==> src/rtl/mips_pkg.sv <==
// Shared definitions for the MIPS ID/EX stage: ALU select codes, opcode and
// funct encodings, and the control bundle carried down the pipeline.
package mips_pkg;

  // ALU select codes
  localparam logic [3:0] ALU_ZERO = 4'b0000;
  localparam logic [3:0] ALU_ADD  = 4'b0001;
  localparam logic [3:0] ALU_SUB  = 4'b0010;
  localparam logic [3:0] ALU_MULT = 4'b0011;
  localparam logic [3:0] ALU_DIV  = 4'b0100;
  localparam logic [3:0] ALU_AND  = 4'b0101;
  localparam logic [3:0] ALU_OR   = 4'b0110;
  localparam logic [3:0] ALU_NOR  = 4'b0111;
  localparam logic [3:0] ALU_SLT  = 4'b1000;
  localparam logic [3:0] ALU_XOR  = 4'b1001;

  // Opcodes, instruction[31:26]
  localparam logic [5:0] OP_RTYPE = 6'h00;
  localparam logic [5:0] OP_BEQ   = 6'h04;
  localparam logic [5:0] OP_ADDI  = 6'h08;
  localparam logic [5:0] OP_ADDIU = 6'h09;
  localparam logic [5:0] OP_SLTI  = 6'h0A;
  localparam logic [5:0] OP_ANDI  = 6'h0C;
  localparam logic [5:0] OP_ORI   = 6'h0D;
  localparam logic [5:0] OP_XORI  = 6'h0E;
  localparam logic [5:0] OP_LW    = 6'h23;
  localparam logic [5:0] OP_SW    = 6'h2B;

  // R-type funct codes, instruction[5:0]
  localparam logic [5:0] FN_MULT = 6'h18;
  localparam logic [5:0] FN_DIV  = 6'h1A;
  localparam logic [5:0] FN_ADD  = 6'h20;
  localparam logic [5:0] FN_ADDU = 6'h21;
  localparam logic [5:0] FN_SUB  = 6'h22;
  localparam logic [5:0] FN_SUBU = 6'h23;
  localparam logic [5:0] FN_AND  = 6'h24;
  localparam logic [5:0] FN_OR   = 6'h25;
  localparam logic [5:0] FN_XOR  = 6'h26;
  localparam logic [5:0] FN_NOR  = 6'h27;
  localparam logic [5:0] FN_SLT  = 6'h2A;

  typedef struct packed {
    logic reg_write;
    logic mem_read;
    logic mem_write;
    logic branch;
  } ctrl_t;

  localparam ctrl_t CTRL_NONE = '0;

endpackage

==> src/rtl/alu_decode.sv <==
// Combinational opcode/funct decoder.
// Ports:
//   opcode, funct  in   instruction fields
//   alu_sel        out  4-bit ALU select code (ALU_ZERO when unknown)
//   sign_ext       out  1 = sign-extend imm16, 0 = zero-extend
//   b_is_rt        out  1 = ALU B operand is rt, 0 = extended immediate
//   dest_is_rd     out  1 = write-back register is rd, 0 = rt
//   ctrl           out  control bundle (all zero when unknown)
import mips_pkg::*;

module alu_decode (
  input  logic [5:0] opcode,
  input  logic [5:0] funct,
  output logic [3:0] alu_sel,
  output logic       sign_ext,
  output logic       b_is_rt,
  output logic       dest_is_rd,
  output ctrl_t      ctrl
);

  always_comb begin
    alu_sel    = ALU_ZERO;
    sign_ext   = 1'b1;
    b_is_rt    = 1'b0;
    dest_is_rd = 1'b0;
    ctrl       = CTRL_NONE;
    case (opcode)
      OP_RTYPE: begin
        dest_is_rd = 1'b1;
        b_is_rt    = 1'b1;
        case (funct)
          FN_ADD, FN_ADDU: alu_sel = ALU_ADD;
          FN_SUB, FN_SUBU: alu_sel = ALU_SUB;
          FN_MULT:         alu_sel = ALU_MULT;
          FN_DIV:          alu_sel = ALU_DIV;
          FN_AND:          alu_sel = ALU_AND;
          FN_OR:           alu_sel = ALU_OR;
          FN_NOR:          alu_sel = ALU_NOR;
          FN_SLT:          alu_sel = ALU_SLT;
          FN_XOR:          alu_sel = ALU_XOR;
          default:         alu_sel = ALU_ZERO;
        endcase
        // Unknown funct leaves every control bit low.
        ctrl.reg_write = (alu_sel != ALU_ZERO);
      end
      OP_ADDI, OP_ADDIU: begin
        alu_sel        = ALU_ADD;
        ctrl.reg_write = 1'b1;
      end
      OP_SLTI: begin
        alu_sel        = ALU_SLT;
        ctrl.reg_write = 1'b1;
      end
      OP_ANDI: begin
        alu_sel        = ALU_AND;
        sign_ext       = 1'b0;
        ctrl.reg_write = 1'b1;
      end
      OP_ORI: begin
        alu_sel        = ALU_OR;
        sign_ext       = 1'b0;
        ctrl.reg_write = 1'b1;
      end
      OP_XORI: begin
        alu_sel        = ALU_XOR;
        sign_ext       = 1'b0;
        ctrl.reg_write = 1'b1;
      end
      OP_LW: begin
        alu_sel        = ALU_ADD;
        ctrl.reg_write = 1'b1;
        ctrl.mem_read  = 1'b1;
      end
      OP_SW: begin
        alu_sel        = ALU_ADD;
        ctrl.mem_write = 1'b1;
      end
      OP_BEQ: begin
        alu_sel     = ALU_SUB;
        b_is_rt     = 1'b1;
        ctrl.branch = 1'b1;
      end
      default: ;
    endcase
  end

endmodule

==> src/rtl/id_ex_stage.sv <==
// ID/EX pipeline register with ALU-select decode, immediate extension and
// EX/MEM / MEM/WB operand forwarding. Supports stall (hold) and flush (bubble).
// Ports:
//   clk, rst_n                 clock, async active-low reset
//   stall, flush, valid_in     pipeline control from hazard unit / decode
//   opcode, funct, imm16       instruction fields
//   rs_addr/rt_addr/rd_addr    register specifiers
//   rs_data, rt_data           register-file read data
//   exmem_*, memwb_*           forwarding sources
//   alu_a, alu_b, alu_sel      ALU operands and select
//   store_data                 forwarded rt value for stores
//   dest_addr, reg_write, mem_read, mem_write, branch, valid_out
import mips_pkg::*;

module id_ex_stage (
  input  logic        clk,
  input  logic        rst_n,
  input  logic        stall,
  input  logic        flush,
  input  logic        valid_in,
  input  logic [5:0]  opcode,
  input  logic [5:0]  funct,
  input  logic [4:0]  rs_addr,
  input  logic [4:0]  rt_addr,
  input  logic [4:0]  rd_addr,
  input  logic [31:0] rs_data,
  input  logic [31:0] rt_data,
  input  logic [15:0] imm16,
  input  logic [4:0]  exmem_rd,
  input  logic        exmem_we,
  input  logic [31:0] exmem_res,
  input  logic [4:0]  memwb_rd,
  input  logic        memwb_we,
  input  logic [31:0] memwb_res,
  output logic [31:0] alu_a,
  output logic [31:0] alu_b,
  output logic [3:0]  alu_sel,
  output logic [31:0] store_data,
  output logic [4:0]  dest_addr,
  output logic        reg_write,
  output logic        mem_read,
  output logic        mem_write,
  output logic        branch,
  output logic        valid_out
);

  // Decode of the incoming instruction
  logic [3:0]  dec_sel;
  logic        dec_sign_ext;
  logic        dec_b_is_rt;
  logic        dec_dest_is_rd;
  ctrl_t       dec_ctrl;
  ctrl_t       ctrl_d;
  logic [4:0]  dest_d;
  logic [31:0] imm_ext_d;

  alu_decode u_alu_decode (
    .opcode     (opcode),
    .funct      (funct),
    .alu_sel    (dec_sel),
    .sign_ext   (dec_sign_ext),
    .b_is_rt    (dec_b_is_rt),
    .dest_is_rd (dec_dest_is_rd),
    .ctrl       (dec_ctrl)
  );

  always_comb begin
    dest_d    = dec_dest_is_rd ? rd_addr : rt_addr;
    imm_ext_d = dec_sign_ext ? {{16{imm16[15]}}, imm16} : {16'h0000, imm16};
    ctrl_d    = dec_ctrl;
    // Writes to $zero are architecturally discarded.
    if (dest_d == 5'd0) ctrl_d.reg_write = 1'b0;
  end

  // Pipeline registers
  logic        valid_q;
  logic [3:0]  sel_q;
  ctrl_t       ctrl_q;
  logic [4:0]  dest_q;
  logic [4:0]  rs_addr_q;
  logic [4:0]  rt_addr_q;
  logic [31:0] rs_data_q;
  logic [31:0] rt_data_q;
  logic [31:0] imm_q;
  logic        b_is_rt_q;

  // Forwarding on the registered specifiers; EX/MEM wins over MEM/WB.
  logic [31:0] fwd_rs;
  logic [31:0] fwd_rt;

  always_comb begin
    fwd_rs = rs_data_q;
    if (rs_addr_q != 5'd0) begin
      if (exmem_we && (exmem_rd == rs_addr_q))      fwd_rs = exmem_res;
      else if (memwb_we && (memwb_rd == rs_addr_q)) fwd_rs = memwb_res;
    end
    fwd_rt = rt_data_q;
    if (rt_addr_q != 5'd0) begin
      if (exmem_we && (exmem_rd == rt_addr_q))      fwd_rt = exmem_res;
      else if (memwb_we && (memwb_rd == rt_addr_q)) fwd_rt = memwb_res;
    end
  end

  always_ff @(posedge clk or negedge rst_n) begin
    if (!rst_n) begin
      valid_q   <= 1'b0;
      sel_q     <= ALU_ZERO;
      ctrl_q    <= CTRL_NONE;
      dest_q    <= 5'd0;
      rs_addr_q <= 5'd0;
      rt_addr_q <= 5'd0;
      rs_data_q <= 32'd0;
      rt_data_q <= 32'd0;
      imm_q     <= 32'd0;
      b_is_rt_q <= 1'b0;
    end else if (flush || (!stall && !valid_in)) begin
      valid_q   <= 1'b0;
      sel_q     <= ALU_ZERO;
      ctrl_q    <= CTRL_NONE;
      dest_q    <= 5'd0;
      rs_addr_q <= 5'd0;
      rt_addr_q <= 5'd0;
      rs_data_q <= 32'd0;
      rt_data_q <= 32'd0;
      imm_q     <= 32'd0;
      b_is_rt_q <= 1'b0;
    end else if (stall) begin
      // Capture forwarded values so a producer retiring mid-stall is kept.
      rs_data_q <= fwd_rs;
      rt_data_q <= fwd_rt;
    end else begin
      valid_q   <= 1'b1;
      sel_q     <= dec_sel;
      ctrl_q    <= ctrl_d;
      dest_q    <= dest_d;
      rs_addr_q <= rs_addr;
      rt_addr_q <= rt_addr;
      rs_data_q <= rs_data;
      rt_data_q <= rt_data;
      imm_q     <= imm_ext_d;
      b_is_rt_q <= dec_b_is_rt;
    end
  end

  always_comb begin
    alu_a      = fwd_rs;
    alu_b      = b_is_rt_q ? fwd_rt : imm_q;
    store_data = fwd_rt;
    dest_addr  = dest_q;
    valid_out  = valid_q;
    alu_sel    = valid_q ? sel_q : ALU_ZERO;
    reg_write  = valid_q & ctrl_q.reg_write;
    mem_read   = valid_q & ctrl_q.mem_read;
    mem_write  = valid_q & ctrl_q.mem_write;
    branch     = valid_q & ctrl_q.branch;
  end

endmodule
==> config.mk <==
export PLATFORM = sky130hd
export DESIGN_NAME = id_ex_stage
export DESIGN_NICKNAME = d
export VERILOG_FILES = /design/src/rtl/mips_pkg.sv /design/src/rtl/alu_decode.sv /design/src/rtl/id_ex_stage.sv
export SDC_FILE = /design/constraint.sdc
export NUM_CORES = 1
export LEC_CHECK = 0
export CORE_MARGIN = 2
export CORE_UTILIZATION = 46
export CTS_BUF_LIST = sky130_fd_sc_hd__clkbuf_4
export CTS_CLUSTER_DIAMETER = 40
export DETAILED_ROUTE_END_ITERATION = 8
export GPL_TIMING_DRIVEN = 1
export PLACE_DENSITY = 0.9
export SYNTH_ARGS = -nofsm -noshare
export SYNTH_HDL_FRONTEND = slang
export SYNTH_SLANG_ARGS = --single-unit
==> constraint.sdc <==
create_clock -name clk -period 2.7 [get_ports clk]
set_input_delay 0.405 -clock clk [delete_from_list [all_inputs] [get_ports clk]]
set_output_delay 0.405 -clock clk [all_outputs]
set_load 0.1 [all_outputs]
==> impl_metrics.yaml, run 1 <==
run_status:
  status: "stopped before the end"
  stop_stage: "5_1_grt"
  firstError: "[ERROR DPL-0038] Utilization greater than 100%, impossible to legalize"
synth:
  synth.yosys.seq_area_share_pct: 33.81
  ys_types: 51
  ys_top_cells_by_area: "dfrtp_1, o31ai_1, nor3_1, a21oi_1, nand2b_1"
  yosys.area.top_type: "dfrtp_1"
  synth_warnings: 0
  synth_top_area_share_pct: 33.81
  async_flop_share_pct: 100.0
  ys.flop_type: "dfrtp_1"
  synth_common_cells: "o31ai_1, dfrtp_1, nor3_1, a21oi_1, nand2_1"
  synthesis.area_sq_mm: 0.007845
  yosysMostFrequentCell: "o31ai_1"
  synth-edff-count: 0
  synth-seq-cells: 106
  postSynthAreaPerCell_sq_um: 8.013
  syn-num-nets: 1167
  synth_cells: 979
cts:
  cts_inserted_buffers: 9
  cts.path.max_buffers: 2
  h-tree-depth: 3
  cts_root_buf: "clkbuf_4"
  cts_sinks: 106
place:
  dp_hpwl_um: 27800
  place_congestion: 0.9398
  io_buffers: 297
grt:
  grt_max_degree: 64
die:
  ios: 298
  start_util_pct: 47.14
  rows: 47
  die_h_um: 134.6
  die_w_um: 134.6
timing:
  repair-timing-grt-worst-ep: "alu_b[6]"
  worst-endpoint-pin-kind: "top-level output"
kinds of logic after synthesis:
group | Yosys count | synth area share (%)
compound gates | 405 | 35.01
xor+xnor | 21 | 2.344
fa+ha+maj | 1 | 0.1276
buf+inv | 112 | 6.013
flops | 106 | 33.81
mux | 7 | 0.8932
simple gates | 327 | 21.80
through the flow:
step | worst slack (ns) | instances | hold slack (ns) | instance area, sq um | util, %
floorplan | -0.2725 | 979 | 0.1094 | 8926 | -
global placement | -0.2874 | 1538 | 0.2945 | 14050 | 84.41
detailed placement | -0.4043 | 1538 | 0.2993 | 14050 | 84.41
CTS | -0.3925 | 1594 | 0.2598 | 15930 | 95.73
timing repair:
action / 4_1_cts
hold buffers: 1
endpoints found under the hold margin: 17
cloned: 12
resized for setup: 206
buffers inserted: 29
pin swaps: 68
setup endpoints to repair: 96
==> run 2: changes to the inputs <==
--- a/config.mk
+++ b/config.mk
@@ -6,12 +6,10 @@
 export NUM_CORES = 1
 export LEC_CHECK = 0
 export CORE_MARGIN = 2
-export CORE_UTILIZATION = 46
-export CTS_BUF_LIST = sky130_fd_sc_hd__clkbuf_4
-export CTS_CLUSTER_DIAMETER = 40
+export CORE_UTILIZATION = 40
 export DETAILED_ROUTE_END_ITERATION = 8
 export GPL_TIMING_DRIVEN = 1
-export PLACE_DENSITY = 0.9
+export PLACE_DENSITY_LB_ADDON = 0.15
 export SYNTH_ARGS = -nofsm -noshare
 export SYNTH_HDL_FRONTEND = slang
 export SYNTH_SLANG_ARGS = --single-unit
==> run 2 against run 1 <==
Effect of this change: the flow now finishes, with violations (setup timing); area after synthesis is the same; synthesized cell count is the same.
==> impl_metrics.yaml, run 2 <==
synth:
  ys.flop_type: "dfrtp_1"
  synth-seq-cells: 106
  yosysMostFrequentCell: "o31ai_1"
  yosys.area.top_type: "dfrtp_1"
  ys_top_cells_by_area: "dfrtp_1, o31ai_1, nor3_1, a21oi_1, nand2b_1"
  postSynthAreaPerCell_sq_um: 8.013
  syn-num-nets: 1167
  synth_warnings: 0
  synth-edff-count: 0
  ys_types: 51
  synth_top_area_share_pct: 33.81
  synthesis.area_sq_mm: 0.007845
  async_flop_share_pct: 100.0
  synth_cells: 979
  synth.yosys.seq_area_share_pct: 33.81
  synth_common_cells: "o31ai_1, dfrtp_1, nor3_1, a21oi_1, nand2_1"
run_status:
  status: "finished with violations"
  violations: "setup timing"
timing:
  finalHoldViolations: 0
  worst_slack_ns: -0.3330
  drv_slew: 0
  max_freq_mhz: 329.7
  tightest_slew_ns: 0.7954
  finClkSkew_ns: 0.01062
  setup_viol: 95
  min_period_ns: 3.033
  slew_headroom_pct: 46.97
  grt_setup_unrepaired: "yes"
  min_period_over_period_pct: 112.3
final_layout:
  nFillCells: 911
  stdcell_area_sq_mm: 0.01666
  area_growth_pct: 112.4
  fin_cells: 1639
  nNetsFinal: 1556
  fin_util_pct: 86.16
  regArea_sq_mm: 0.002664
  reg.largest.list: "rs_data_q (32), rt_data_q (32), imm_q (17)"
  layout_common_cells: "clkdlybuf4s50_1, buf_4, o31ai_1"
  multiInputGateArea_sq_mm: 0.007261
  drive_gt1_share_pct: 43.48
  layout_commonest_cell: "clkdlybuf4s50_1"
detailed_routing:
  drt_iter0_markers: 1042
  drc: 0
  via_per_inst: 6.638
  routed_wirelength_um: 42930
  firstDrtPassIters: 5
  num_vias: 10880
  ant_nets: 0
  wl_per_cell_um: 26.19
worst_setup_path:
  path_class: "reg2out"
  max_stage_delay_ns: 0.41
  critPathBufInv: 6
  crit_family: "buffers and inverters"
  slowest_stage: "dfrtp_1"
  crit_path_frequent_cell: "buf_6"
  path_cells: "buf_6, xnor2_4, nand3_2, buf_6, o211ai_4, buf_12, clkbuf_16, o22ai_4, buf_6, a21oi_4, buf_12"
  cp.arrival_ns: 2.63
  crit_required_ns: 2.30
  crit_fanout: 7
  end_kind: "output pin"
  startpoint_type: "flop"
cts:
  cts_sinks: 106
  cts_tree: "yes"
  cts.path.max_buffers: 2
  clkLatencyLatePin_ns: 0.37
  cts_root_buf: "clkbuf_16"
  h-tree-depth: 3
  holdBufCountCts: 0
  clk_pin_slew_worst_paths_ns: 0.09
  cts_inserted_buffers: 9
power_and_ir_drop:
  cellLeakagePower_nw: 6.054
  ir_drop_mv: 0.3601
  p_per_area_mw_per_mm2: 353.8
grt:
  track_usage_pct: 34.91
  antenna_found_initial: 3
  overflow: 0
  grt_max_degree: 69
  grt_pass1_wl_um: 56000
  grt_pass1_vias: 10070
place:
  place_inst: 1571
  io_buffers: 297
  place_congestion: 0.9117
  dp_hpwl_um: 23860
  placed_area_sq_mm: 0.01400
job:
  drv_cap: 0
die:
  start_util_pct: 40.57
  dieArea_sq_mm: 0.02075
  die_w_um: 144.0
  die_h_um: 144.0
  rows: 51
  ios: 298
  core_sq_mm: 0.01933
worst_hold_path:
  holdCritPathClass: "in2async"
## run 2: cell counts after synthesis
Identical to the previous run, type by type.
## run 2: cells by family (layout without fill, tap and decap cells)
| kind of cell | count (synthesis) | count (layout) | share of synthesized area (%) |
|---|---|---|---|
| other | 0 | 1 | 0 |
| AO/OA/AOI/OAI | 405 | 405 | 35.01 |
| buffers and inverters | 112 | 506 | 6.013 |
| XOR/XNOR | 21 | 21 | 2.344 |
| AND/OR/NAND/NOR | 327 | 327 | 21.80 |
| flip-flops | 106 | 106 | 33.81 |
| adder cells (fa/ha/maj) | 1 | 1 | 0.1276 |
| multiplexers | 7 | 7 | 0.8932 |
## run 2: metal layers
layer	part of all wire [%]	track usage, %
met1	37	47.01
met2	48	56.42
met3	9.7	6.391
met4	5.6	12.33
met5	0.030	0
## run 2: path summary, 6_finish.rpt
check | from | end | slack, ns | cells after the start
max | rt_addr_q[1]$_DFFE_PN0P_ | store_data[9] | -0.33 | 11
min | rst_n | imm_q[5]$_DFFE_PN0P_ | 0.06 | 1
max reg2reg | rt_addr_q[1]$_DFFE_PN0P_ | rt_data_q[12]$_DFF_PN0_ | 0.25 | 11
min reg2reg | imm_q[30]$_DFFE_PN0P_ | imm_q[30]$_DFFE_PN0P_ | 0.49 | 1
max in group asynchronous | rst_n | rs_addr_q[4]$_DFFE_PN0P_ | 1.87 | 2
min in group clk | imm_q[30]$_DFFE_PN0P_ | imm_q[30]$_DFFE_PN0P_ | 0.49 | 1
## run 2: power by group
| part | switching, mW | total [mW] | internal (mW) | leakage, nW |
|---|---|---|---|---|
| clock | 0.703 | 1.54 | 0.836 | 0.160 |
| sequential | 0.0559 | 1.70 | 1.65 | 1.44 |
| combinational | 1.64 | 2.65 | 1.02 | 4.46 |
## run 2: repair_timing
| action | CTS | global route |
|---|---|---|
| setup buffers | 16 | 21 |
| cloned | 9 | 11 |
| gates resized for setup | 136 | 165 |
| pin swaps | 22 | 95 |
| endpoints found under the setup margin | 96 | 96 |
## run 2: final cells by class
type | instances | area share (%)
multi-input combinational | 761 | 43.58
timing repair buffer | 487 | 36.36
sequential | 106 | 15.99
tap | 265 | 1.990
clock buffer | 9 | 1.352
clock inverter | 7 | 0.6459
inverter | 3 | 0.06759
antenna | 1 | 0.01502
## run 2: metrics by stage
stage / setup WS [ns] / TNS (ns) / power, mW / hold WS (ns)
floorplan: -0.2725 / -3.647 / 3.022 / 0.1094
global placement: -0.2532 / -17.67 / 4.002 / 0.4660
detailed placement: -0.3266 / -22.97 / 4.024 / 0.4727
CTS: -0.2338 / -11.83 / 5.650 / 0.08899
global route: -0.3779 / -22.78 / 6.049 / 0.09747
finish: -0.3330 / -17.57 / 5.894 / 0.05856
## run 2: worst reg2reg max path, cell delays in order (launching register included)
cell,delay (ns)
dfrtp_1,0.41
buf_6,0.16
xnor2_4,0.19
nand3_2,0.12
buf_6,0.15
o211ai_4,0.28
buf_12,0.16
clkbuf_16,0.17
clkbuf_4,0.24
buf_4,0.16
nor3_1,0.05
o31ai_1,0.27
Note: power is estimated with default switching activity, not from simulation.
